$ cat src/rtl/router_pkg.sv
// router_pkg: shared types and defaults for the router controller.
// Holds the FSM state enum, the destination address type, the default
// soft-reset timeout, and a helper that decodes an address to a one-hot port.
package router_pkg;
  typedef enum logic [2:0] {
    DECODE_ADDRESS,
    WAIT_TILL_EMPTY,
    LOAD_FIRST_DATA,
    LOAD_DATA,
    FIFO_FULL_STATE,
    LOAD_AFTER_FULL,
    LOAD_PARITY,
    CHECK_PARITY_ERROR
  } state_e;
  typedef logic [1:0] addr_t;
  localparam int SOFT_RST_CYCLES_DEF = 30;
  // Address 3 is not a port and decodes to no port.
  function automatic logic [2:0] port_sel(addr_t a);
    return 3'b001 << a;
  endfunction
endpackage

$ cat src/rtl/router_sreset_timer.sv
// router_sreset_timer: per-port unread-data watchdog (present only with ROUTER_SOFT_RST_EN).
// Ports: clk, reset (async active-low); fifo_empty, read_enb for one output port;
// soft_reset pulses for one cycle after CYCLES consecutive unread cycles.
`ifdef ROUTER_SOFT_RST_EN
module router_sreset_timer #(
  parameter int CYCLES = 30
) (
  input  logic clk,
  input  logic reset,
  input  logic fifo_empty,
  input  logic read_enb,
  output logic soft_reset
);
  localparam int W = $clog2(CYCLES + 1);
  logic [W-1:0] cnt_q, cnt_d;
  logic sr_q, sr_d, idle;
  always_comb begin
    idle = !fifo_empty && !read_enb;
    sr_d = idle && cnt_q == W'(CYCLES - 1);
    cnt_d = (!idle || sr_d) ? '0 : cnt_q + 1'b1;
  end
  always_ff @(posedge clk or negedge reset) begin
    if (!reset) begin
      cnt_q <= '0;
      sr_q <= 1'b0;
    end else begin
      cnt_q <= cnt_d;
      sr_q <= sr_d;
    end
  end
  assign soft_reset = sr_q;
endmodule
`endif

$ cat src/rtl/router_ctrl.sv
// router_ctrl: packet router write-side controller (Moore FSM).
// Ports: clk, reset (async active-low); pkt_valid, data_in from the source;
// fifo_full/fifo_empty/read_enb per output FIFO; parity_done, low_pkt_valid from
// the register block; busy, write_enb, state strobes, valid_out, soft_reset out.
// Macro ROUTER_SOFT_RST_EN adds per-port soft-reset timers; otherwise soft_reset is 0.
module router_ctrl
  import router_pkg::*;
#(
  parameter int SOFT_RST_CYCLES = SOFT_RST_CYCLES_DEF
) (
  input  logic       clk,
  input  logic       reset,
  input  logic       pkt_valid,
  input  logic [7:0] data_in,
  input  logic [2:0] fifo_full,
  input  logic [2:0] fifo_empty,
  input  logic [2:0] read_enb,
  input  logic       parity_done,
  input  logic       low_pkt_valid,
  output logic       busy,
  output logic [2:0] write_enb,
  output logic       detect_add,
  output logic       lfd_state,
  output logic       ld_state,
  output logic       laf_state,
  output logic       full_state,
  output logic       rst_int_reg,
  output logic [2:0] valid_out,
  output logic [2:0] soft_reset
);
  state_e state_q, state_d;
  addr_t addr_q, addr_d;
  addr_t hdr_addr;
  logic unused_ok;
  assign hdr_addr = data_in[1:0];
  assign unused_ok = ^{data_in[7:2], read_enb} ^ (SOFT_RST_CYCLES == 0);
`ifdef ROUTER_SOFT_RST_EN
  for (genvar i = 0; i < 3; i++) begin : g_sr
    router_sreset_timer #(.CYCLES(SOFT_RST_CYCLES)) u_timer (
      .clk       (clk),
      .reset     (reset),
      .fifo_empty(fifo_empty[i]),
      .read_enb  (read_enb[i]),
      .soft_reset(soft_reset[i])
    );
  end
`else
  assign soft_reset = '0;
`endif
  always_comb begin
    state_d = state_q;
    addr_d = addr_q;
    case (state_q)
      DECODE_ADDRESS:
        if (pkt_valid && hdr_addr != 2'd3) begin
          addr_d = hdr_addr;
          state_d = fifo_empty[hdr_addr] ? LOAD_FIRST_DATA : WAIT_TILL_EMPTY;
        end
      WAIT_TILL_EMPTY:    state_d = fifo_empty[addr_q] ? LOAD_FIRST_DATA : WAIT_TILL_EMPTY;
      LOAD_FIRST_DATA:    state_d = LOAD_DATA;
      LOAD_DATA:          state_d = fifo_full[addr_q] ? FIFO_FULL_STATE : !pkt_valid ? LOAD_PARITY : LOAD_DATA;
      FIFO_FULL_STATE:    state_d = fifo_full[addr_q] ? FIFO_FULL_STATE : LOAD_AFTER_FULL;
      LOAD_AFTER_FULL:    state_d = parity_done ? DECODE_ADDRESS : low_pkt_valid ? LOAD_PARITY : LOAD_DATA;
      LOAD_PARITY:        state_d = CHECK_PARITY_ERROR;
      CHECK_PARITY_ERROR: state_d = fifo_full[addr_q] ? FIFO_FULL_STATE : DECODE_ADDRESS;
      default:            state_d = DECODE_ADDRESS;
    endcase
    // A flush of the port being written abandons the packet from any state.
    if (soft_reset[addr_q] && state_q != DECODE_ADDRESS) state_d = DECODE_ADDRESS;
  end
  always_ff @(posedge clk or negedge reset) begin
    if (!reset) begin
      state_q <= DECODE_ADDRESS;
      addr_q <= '0;
    end else begin
      state_q <= state_d;
      addr_q <= addr_d;
    end
  end
  always_comb begin
    detect_add = state_q == DECODE_ADDRESS;
    lfd_state = state_q == LOAD_FIRST_DATA;
    ld_state = state_q == LOAD_DATA;
    laf_state = state_q == LOAD_AFTER_FULL;
    full_state = state_q == FIFO_FULL_STATE;
    rst_int_reg = state_q == CHECK_PARITY_ERROR;
    busy = !(detect_add || ld_state);
    write_enb = (lfd_state || ld_state || laf_state || state_q == LOAD_PARITY) ? port_sel(addr_q) : 3'b000;
    valid_out = ~fifo_empty;
  end
endmodule

$ cat config.mk
export PLATFORM = sky130hd
export DESIGN_NAME = router_ctrl
export DESIGN_NICKNAME = d
export VERILOG_FILES = /design/src/rtl/router_pkg.sv /design/src/rtl/router_sreset_timer.sv /design/src/rtl/router_ctrl.sv
export SDC_FILE = /design/constraint.sdc
export NUM_CORES = 1
export LEC_CHECK = 0
export ABC_CLOCK_PERIOD_IN_PS = 1600
export BUFFER_PORTS_ARGS = -buffer_cell sky130_fd_sc_hd__buf_2
export CORE_UTILIZATION = 35
export CTS_BUF_LIST = sky130_fd_sc_hd__clkbuf_2 sky130_fd_sc_hd__clkbuf_4 sky130_fd_sc_hd__clkbuf_8
export CTS_CLUSTER_DIAMETER = 50
export DETAILED_ROUTE_END_ITERATION = 12
export GPL_TIMING_DRIVEN = 0
export HOLD_SLACK_MARGIN = 0.02
export PLACE_DENSITY = 0.7
export SYNTH_ARGS = -nofsm -noshare
export SYNTH_HDL_FRONTEND = slang
export SYNTH_SLANG_ARGS = --single-unit
export TNS_END_PERCENT = 5
$ cat constraint.sdc
create_clock -name clk -period 1.6 [get_ports clk]
set_input_delay 0.16 -clock clk [delete_from_list [all_inputs] [get_ports clk]]
set_output_delay 0.16 -clock clk [all_outputs]
set_load 0.005 [all_outputs]
Word-level counts from Yosys, hierarchy flattened
Index checks and enable logic that the tools add are counted.

cells by class
  magnitude comparators = 2
  eq/ne operators = 9
  shift operators = 1
  muxes and demuxes = 20
  bitwise logic cells = 1
  reductions and logical operators = 10

operators with widths
  kind                                                        number
  two-way mux 3 bit                                           8
  case mux 3 bit (8 select lines)                             1
  == test 3 bit, second input constant                        4
  binary-select mux 1 bit (select 2 bit)                      4
  == test 3 x 2 -> 1 bit, second input constant               2
  less-than comparator 2 x 3 -> 1 bit, second input constant  2
  two-way mux 1 bit                                           5
  logical OR 1 bit                                            4
  two-way mux 2 bit                                           2
  == test 3 x 1 -> 1 bit, second input constant               1
  logical NOT 3 bit                                           1
  inequality test 3 x 1 -> 1 bit, second input constant       1
  NOT 3 bit                                                   1
  nonzero test 3 bit                                          1
  left shift 1 x 2 -> 3 bit, first input constant             1
  logical AND 1 bit                                           2
  inequality test 2 bit, second input constant                1
  AND reduction 2 bit                                         1
  logical NOT 1 bit                                           1

word-level totals
  flip-flop bits (word level) = 5
  bits of input ports = 22

Depth between registers and ports, before layout
Gate-level depths: netlist of run 1.

  word-level depth = 6
  depth in mapped cells = 5

Least setup slack after synthesis of run 1
Ideal clock, no wire load.

  kind = reg2reg
  start point = register state_q[2]
  end point = register state_q[1]
  setup time = 0.124 ns
  arrival = 1.150 ns
  data required time = 1.476 ns
  path slack = 0.326 ns
  stages on the path, launching flop included = 6
  buffers on the path = 1
  clock period less this slack = 1.274 ns
  cells stage by stage = dfrtp_1 > buf_6 > bufinv_8 > o211ai_1 > and4b_1 > a211o_1

between the ends
  longest elaborated chain between the ends = 3
  elaborated cells between the ends (all ways) = 13
  those cells by class = eq/ne: 8; mux: 2; reduce/logical: 3

ends and longest elaborated chain
  what                                                                         RTL line                              RTL
  start, declared                                                              router_ctrl.sv:31                     state_e state_q, state_d;
  start signal, assigned                                                       router_ctrl.sv:76                     state_q <= state_d;
  == test 3 bit (tied with other cells)                                        router_ctrl.sv:53                     case (state_q)
  case mux 3 bit (8 select lines) / logical AND 1 bit (equally long branches)  router_ctrl.sv:53, router_ctrl.sv:69
  two-way mux 3 bit / inequality test 3 x 1 -> 1 bit (equally long branches)   -

Parallel ways exist; a longest one is shown, timed or not.
A chain may end at the register's enable or synchronous reset.

Final worst setup path of run 1
  start point = register state_q[1]
  end point = output port write_enb[1]

between the ends
  longest elaborated chain between the ends = 5
  elaborated cells between the ends (all ways) = 8
  those cells by class = eq/ne: 4; mux: 1; reduce/logical: 3

ends and longest elaborated chain
  what                                              RTL line                              RTL
  == test 3 x 2 -> 1 bit, on equally long branches  router_ctrl.sv:82, router_ctrl.sv:83
  logical OR 1 bit (2 in series)                    router_ctrl.sv:88                     write_enb = (lfd_state || ld_state || laf_state || state_q == LOAD_PARITY) ? port_sel(addr_q) : 3'b000;
  logical OR 1 bit (*)                              router_ctrl.sv:88
  two-way mux 3 bit (*)                             router_ctrl.sv:88
  end, declared                                     router_ctrl.sv:21                     output logic [2:0] write_enb,

Mark *: on every way between the ends. The rest lies on a longest branch, timed or not.

==> results of run 1 <==
-- worst max path at each step --
stage / start / endpoint / slack [ps]
floorplan: state_q[2] / state_q[1] / 330
detailed placement: addr_q[0] / state_q[1] / 200
global placement: addr_q[0] / state_q[1] / 240
global route: state_q[1] / write_enb[0] / 20
CTS: state_q[1] / write_enb[1] / 20
finish: state_q[1] / write_enb[1] / 120
-- cells in the mapped netlist, types with 2 or more instances --
cell type	n	area (um^2)
dfrtp_1	5	125
nand2_1	5	18.8
o22ai_2	2	25.0
nor3_1	2	10.0
nor3b_1	3	22.5
buf_4	3	22.5
nor2_1	10	37.5
inv_1	4	15.0
buf_6	4	45.0
o21ai_0	2	10.0
mux2i_1	2	20.0
a21boi_0	2	15.0
-- layer usage --
metal,vias up,track usage,part of all wire
met5,-,0,0
met4,0,0.0774,0
met3,0,0.0130,0.032
met2,12,0.247,0.49
met1,249,0.187,0.47
li1,291,-,-
-- stage by stage --
stage | setup WS (ps) | area [um^2]
CTS | 21.0 | 742
global placement | 239 | 704
global route | 15.5 | 766
floorplan | 326 | 561
detailed placement | 202 | 704
finish | 118 | 766
-- cell families after synthesis --
family / synth area share
and+or+nand+nor: 0.283
AOI/OAI and AO/OA: 0.222
buffers and inverters: 0.190
DFF: 0.226
muxes: 0.0566
xor gates and xnor gates: 0.0158
other: 0.00678
-- power groups by stage --
stage	clock network (uW)	logic, uW	registers [uW]
after detailed placement	0	930	237
after CTS	151	932	235
after global placement	0	915	235
after global routing	163	1090	246
after floorplan	0	698	232
final	142	975	238
-- what timing repair did --
item	4_1_cts	5_1_grt
setup endpoints to repair	0	4
hold buffers	1	0
gates resized for setup	0	6
hold endpoints to repair	5	0
-- cell type report --
class	count	area share
clock inverters	1	0.00654
plain buffers	8	0.103
well taps	15	0.0245
repair buffers	26	0.176
flip-flops and latches	5	0.163
inverters	5	0.0425
clock buffers	3	0.0294
multi-input cells	50	0.454
-- registers in the layout, summed over array words and instances, names as in the netlist --
| name | count |
|---|---|
| state_q | 3 |
| addr_q | 2 |
==> flow_metrics.py, run 1 <==
metrics = {
    "status": {
        "status": "finished clean",
    },
    "clock_network": {
        "root_buffer": "clkbuf_4",
        "worstSkewPairLatency_ps": 240,
        "post_cts_buffers": 0,
        "clockBufferDepth": 2,
        "clock-sinks": 5,
        "cts_tree": "built",
        "htree_levels": 1,
        "clk_pin_slew_ps": 50,
        "numCtsBuffers": 3,
    },
    "grt": {
        "grt_overflow": 0,
        "grt_usage": 0.148,
        "grt_pass1_vias": 497,
        "antenna_found_initial": 0,
        "grt_pass1_wl_um": 2010,
        "grt_max_degree": 11,
    },
    "synth": {
        "yosysSeqAreaShare": 0.226,
        "synthCells": 66,
        "synth_cell_types": 34,
        "async_reset_ff_frac": 1.00,
        "synth_area_um2": 553,
        "ys.flop_type": "dfrtp_1",
        "ys_ff_latch": 5,
        "synth.avg_cell_area_um2": 8.38,
        "yosysWarnings": 0,
        "synth_edf_count": 0,
    },
    "worst_setup_path": {
        "critPathCaptureType": "primary output",
        "path_delay_family": "flip-flops",
        "crit_cells": 4,
        "worstPathMaxFanout": 10,
        "critical_path_required_ps": 1440,
        "ff2ff_path_depth": 5,
        "r2r_slack_ps": 220,
        "slowest_stage": "dfrtp_1",
        "crit_arrival_ps": 1320,
        "crit_chain": "buf_6, xor2_2, nor3b_2, buf_2",
        "slowest_delay_ps": 430,
        "crit_type": "reg -> out",
        "crit_buf_inv": 2,
        "cp-start-kind": "register",
        "r2r-start": "addr_q[0]",
        "r2r_end": "state_q[1]",
    },
    "finish": {
        "n_fill_cell": 156,
        "seq_area_um2": 125,
        "final_util": 0.554,
        "layout_common_cells": "buf_2 (25), nor2_1 (10), buf_6 (5), nand2_1 (5), dfrtp_1 (5)",
        "drive_gt1_frac": 0.490,
        "multi_input_comb_area_um2": 348,
        "final_nets": 121,
        "syn2layout_area_growth_pct": 38.5,
        "stdcell_count": 113,
        "antennaDiodeCount": 0,
        "final_common_cell": "buf_2",
    },
    "timing": {
        "setup_tns_ps": 0,
        "min_period_over_period": 0.926,
        "fin_skew_ps": 2.38,
        "fmax_ghz": 0.675,
        "setup_violations": 0,
        "timing.hold.ws_ps": 202,
        "slew_violations": 0,
        "hold_violations": 0,
        "fin_crit_ps": 1480,
        "rsz0062_at_grt": "no",
    },
    "route": {
        "via_per_inst": 4.88,
        "ant_nets": 0,
        "drt_iter0_drc": 6,
        "vias": 552,
        "wl_per_cell_um": 10.4,
        "wl_um": 1170,
        "remaining_drc_errors": 0,
        "dr.pass1.iters": 3,
    },
    "place": {
        "place.gp.congestion": 0.742,
        "hpwl_um": 975,
        "dp_cells": 108,
        "port_buffers": 25,
    },
    "power_and_ir_drop": {
        "swShare": 0.420,
        "power_density_nw_per_um2": 1770,
        "ir_worst_vdd_mv": 0.840,
        "total_power_uw": 1350,
        "power_frac_comb": 0.720,
        "seqPwrFrac": 0.176,
        "p_leak_uw": 0.000392,
        "power_switching_uw": 569,
        "internal_power_uw": 785,
        "p_clk_frac": 0.105,
    },
    "floorplan": {
        "die_x_um": 41.8,
        "ioPinCount": 38,
        "die-area_um2": 1740,
        "core_um2": 1380,
        "die_h_um": 41.8,
        "start_util": 0.400,
        "rows": 13,
    },
    "hold_path": {
        "min_to": "addr_q[0]",
        "whs_path_depth": 2,
        "worstHoldStart": "data_in[0]",
        "hold_path.class": "in -> reg",
    },
    "run": {
        "drv_cap": 0,
    },
}
Note: power is estimated with default switching activity, not from simulation.
==> run 2, diff against run 1 <==
- CORE_MARGIN: unset -> 1
- RECOVER_POWER: unset -> 100
==> flow_metrics.py, run 2 (synthesis results as in run 1) <==
metrics = {
    "status": {
        "status": "finished clean",
    },
    "grt": {
        "antenna_found_initial": 0,
        "grt_usage": 0.148,
        "grt_overflow": 0,
        "grt_max_degree": 11,
        "grt_pass1_vias": 497,
        "grt_pass1_wl_um": 2010,
    },
    "worst_setup_path": {
        "r2r-start": "addr_q[1]",
        "crit_chain": "buf_6, xor2_2, nor3b_2, clkbuf_2",
        "ff2ff_path_depth": 5,
        "crit_arrival_ps": 1280,
        "slowest_stage": "dfrtp_1",
        "critical_path_required_ps": 1440,
        "worstPathMaxFanout": 10,
        "cp-start-kind": "register",
        "critPathLaunch": "state_q[1]",
        "slowest_delay_ps": 410,
        "critPathCaptureType": "primary output",
        "path_delay_family": "flip-flops",
        "crit_type": "reg -> out",
        "crit_buf_inv": 2,
        "crit_cells": 4,
    },
    "hold_path": {
        "hold_path.class": "in -> reg",
        "whs_path_depth": 2,
        "worstHoldStart": "data_in[0]",
    },
    "finish": {
        "final_nets": 121,
        "final_common_cell": "buf_2",
        "top_register": "state_q",
        "reg_top3": "state_q (3), addr_q (2)",
        "stdcell_count": 113,
        "drive_gt1_frac": 0.388,
        "antennaDiodeCount": 0,
        "largest_reg_flops": 3,
        "syn2layout_area_growth_pct": 34.2,
        "layout_common_cells": "buf_2 (13), nor2_1 (10), clkbuf_1 (9)",
    },
    "clock_network": {
        "clock-sinks": 5,
        "root_buffer": "clkbuf_4",
        "clockBufferDepth": 2,
        "worstSkewPairLatency_ps": 240,
        "numCtsBuffers": 3,
        "clk_pin_slew_ps": 40,
        "htree_levels": 1,
        "post_cts_buffers": 0,
        "cts_tree": "built",
    },
    "timing": {
        "min_period_over_period": 0.902,
        "fin_skew_ps": 2.34,
        "fin_crit_ps": 1440,
        "slew_violations": 0,
        "fmax_ghz": 0.693,
        "rsz0062_at_grt": "no",
        "setup_violations": 0,
        "hold_violations": 0,
        "setup_tns_ps": 0,
    },
    "floorplan": {
        "rows": 13,
        "ioPinCount": 38,
        "start_util": 0.400,
        "die-area_um2": 1740,
        "die_h_um": 41.8,
        "die_x_um": 41.8,
        "core_um2": 1380,
    },
    "run": {
        "drv_cap": 0,
    },
    "power_and_ir_drop": {
        "p_leak_uw": 0.000357,
        "ir_worst_vdd_mv": 0.820,
        "power_density_nw_per_um2": 1760,
        "total_power_uw": 1310,
    },
    "route": {
        "drt_iter0_drc": 4,
        "wl_um": 1180,
        "dr.max_layer_used": "met3",
        "dr.pass1.iters": 3,
        "route.met3.wl_um": 32,
        "remaining_drc_errors": 0,
        "ant_nets": 0,
        "met2_wirelength_um": 582,
        "via_per_inst": 4.86,
        "vias": 549,
        "wl_per_cell_um": 10.5,
        "wl_met1_um": 567,
    },
    "place": {
        "hpwl_um": 975,
        "place.gp.congestion": 0.742,
        "port_buffers": 25,
        "dp_cells": 108,
    },
}
[run 2: power breakdown]
group	switching, uW	internal, uW	leakage [uW]
clock network	51.2	90.3	0.0000177
registers	40.8	192	0.0000604
logic	462	470	0.000279
[run 2: final cells by class]
cell class,count,area (um^2)
sequential,5,125
multi-input combinational,50,335
fill,163,641
buffer,8,78.8
clock inverter,1,5.00
clock buffer,3,22.5
tap,15,18.8
inverter,5,32.5
timing repair buffer,26,124
[run 2: worst paths after layout]
| kind | slack [ps] | end |
|---|---|---|
| setup reg to reg | 170 | state_q[1] |
| setup / recovery | 160 | write_enb[2] |
| min in group asynchronous | 300 | state_q[0] |
| max in group asynchronous | 1100 | state_q[2] |
| hold reg to reg | 610 | addr_q[0] |
| hold / removal | 200 | addr_q[0] |
[run 2: worst register-to-register path, delay by kind of cell (launching register included)]
family	cells	cell delay, ps
flops	1	370
mux	1	110
buf+inv	1	140
compound gates	3	690
[run 2: timing repair]
item	in CTS	in global routing
endpoints found under the setup margin	0	4
gates resized for setup	0	6
endpoints found under the hold margin	5	0
hold buffers	1	0
[run 2: per-stage QoR]
step	utilization	setup slack, ps	cell area (um^2)	hold slack [ps]
after floorplan	-	326	561	-136
after global placement	0.510	239	704	-26.4
after detailed placement	0.510	202	704	-24.6
after CTS	0.537	21.0	742	193
after global routing	0.537	43.6	742	209
final	0.537	156	742	202
[run 2: layer usage]
metal	up-vias	GRT usage
met5	-	0
met4	0	0.0774
met3	0	0.0130
met2	12	0.247
met1	249	0.187
li1	288	-
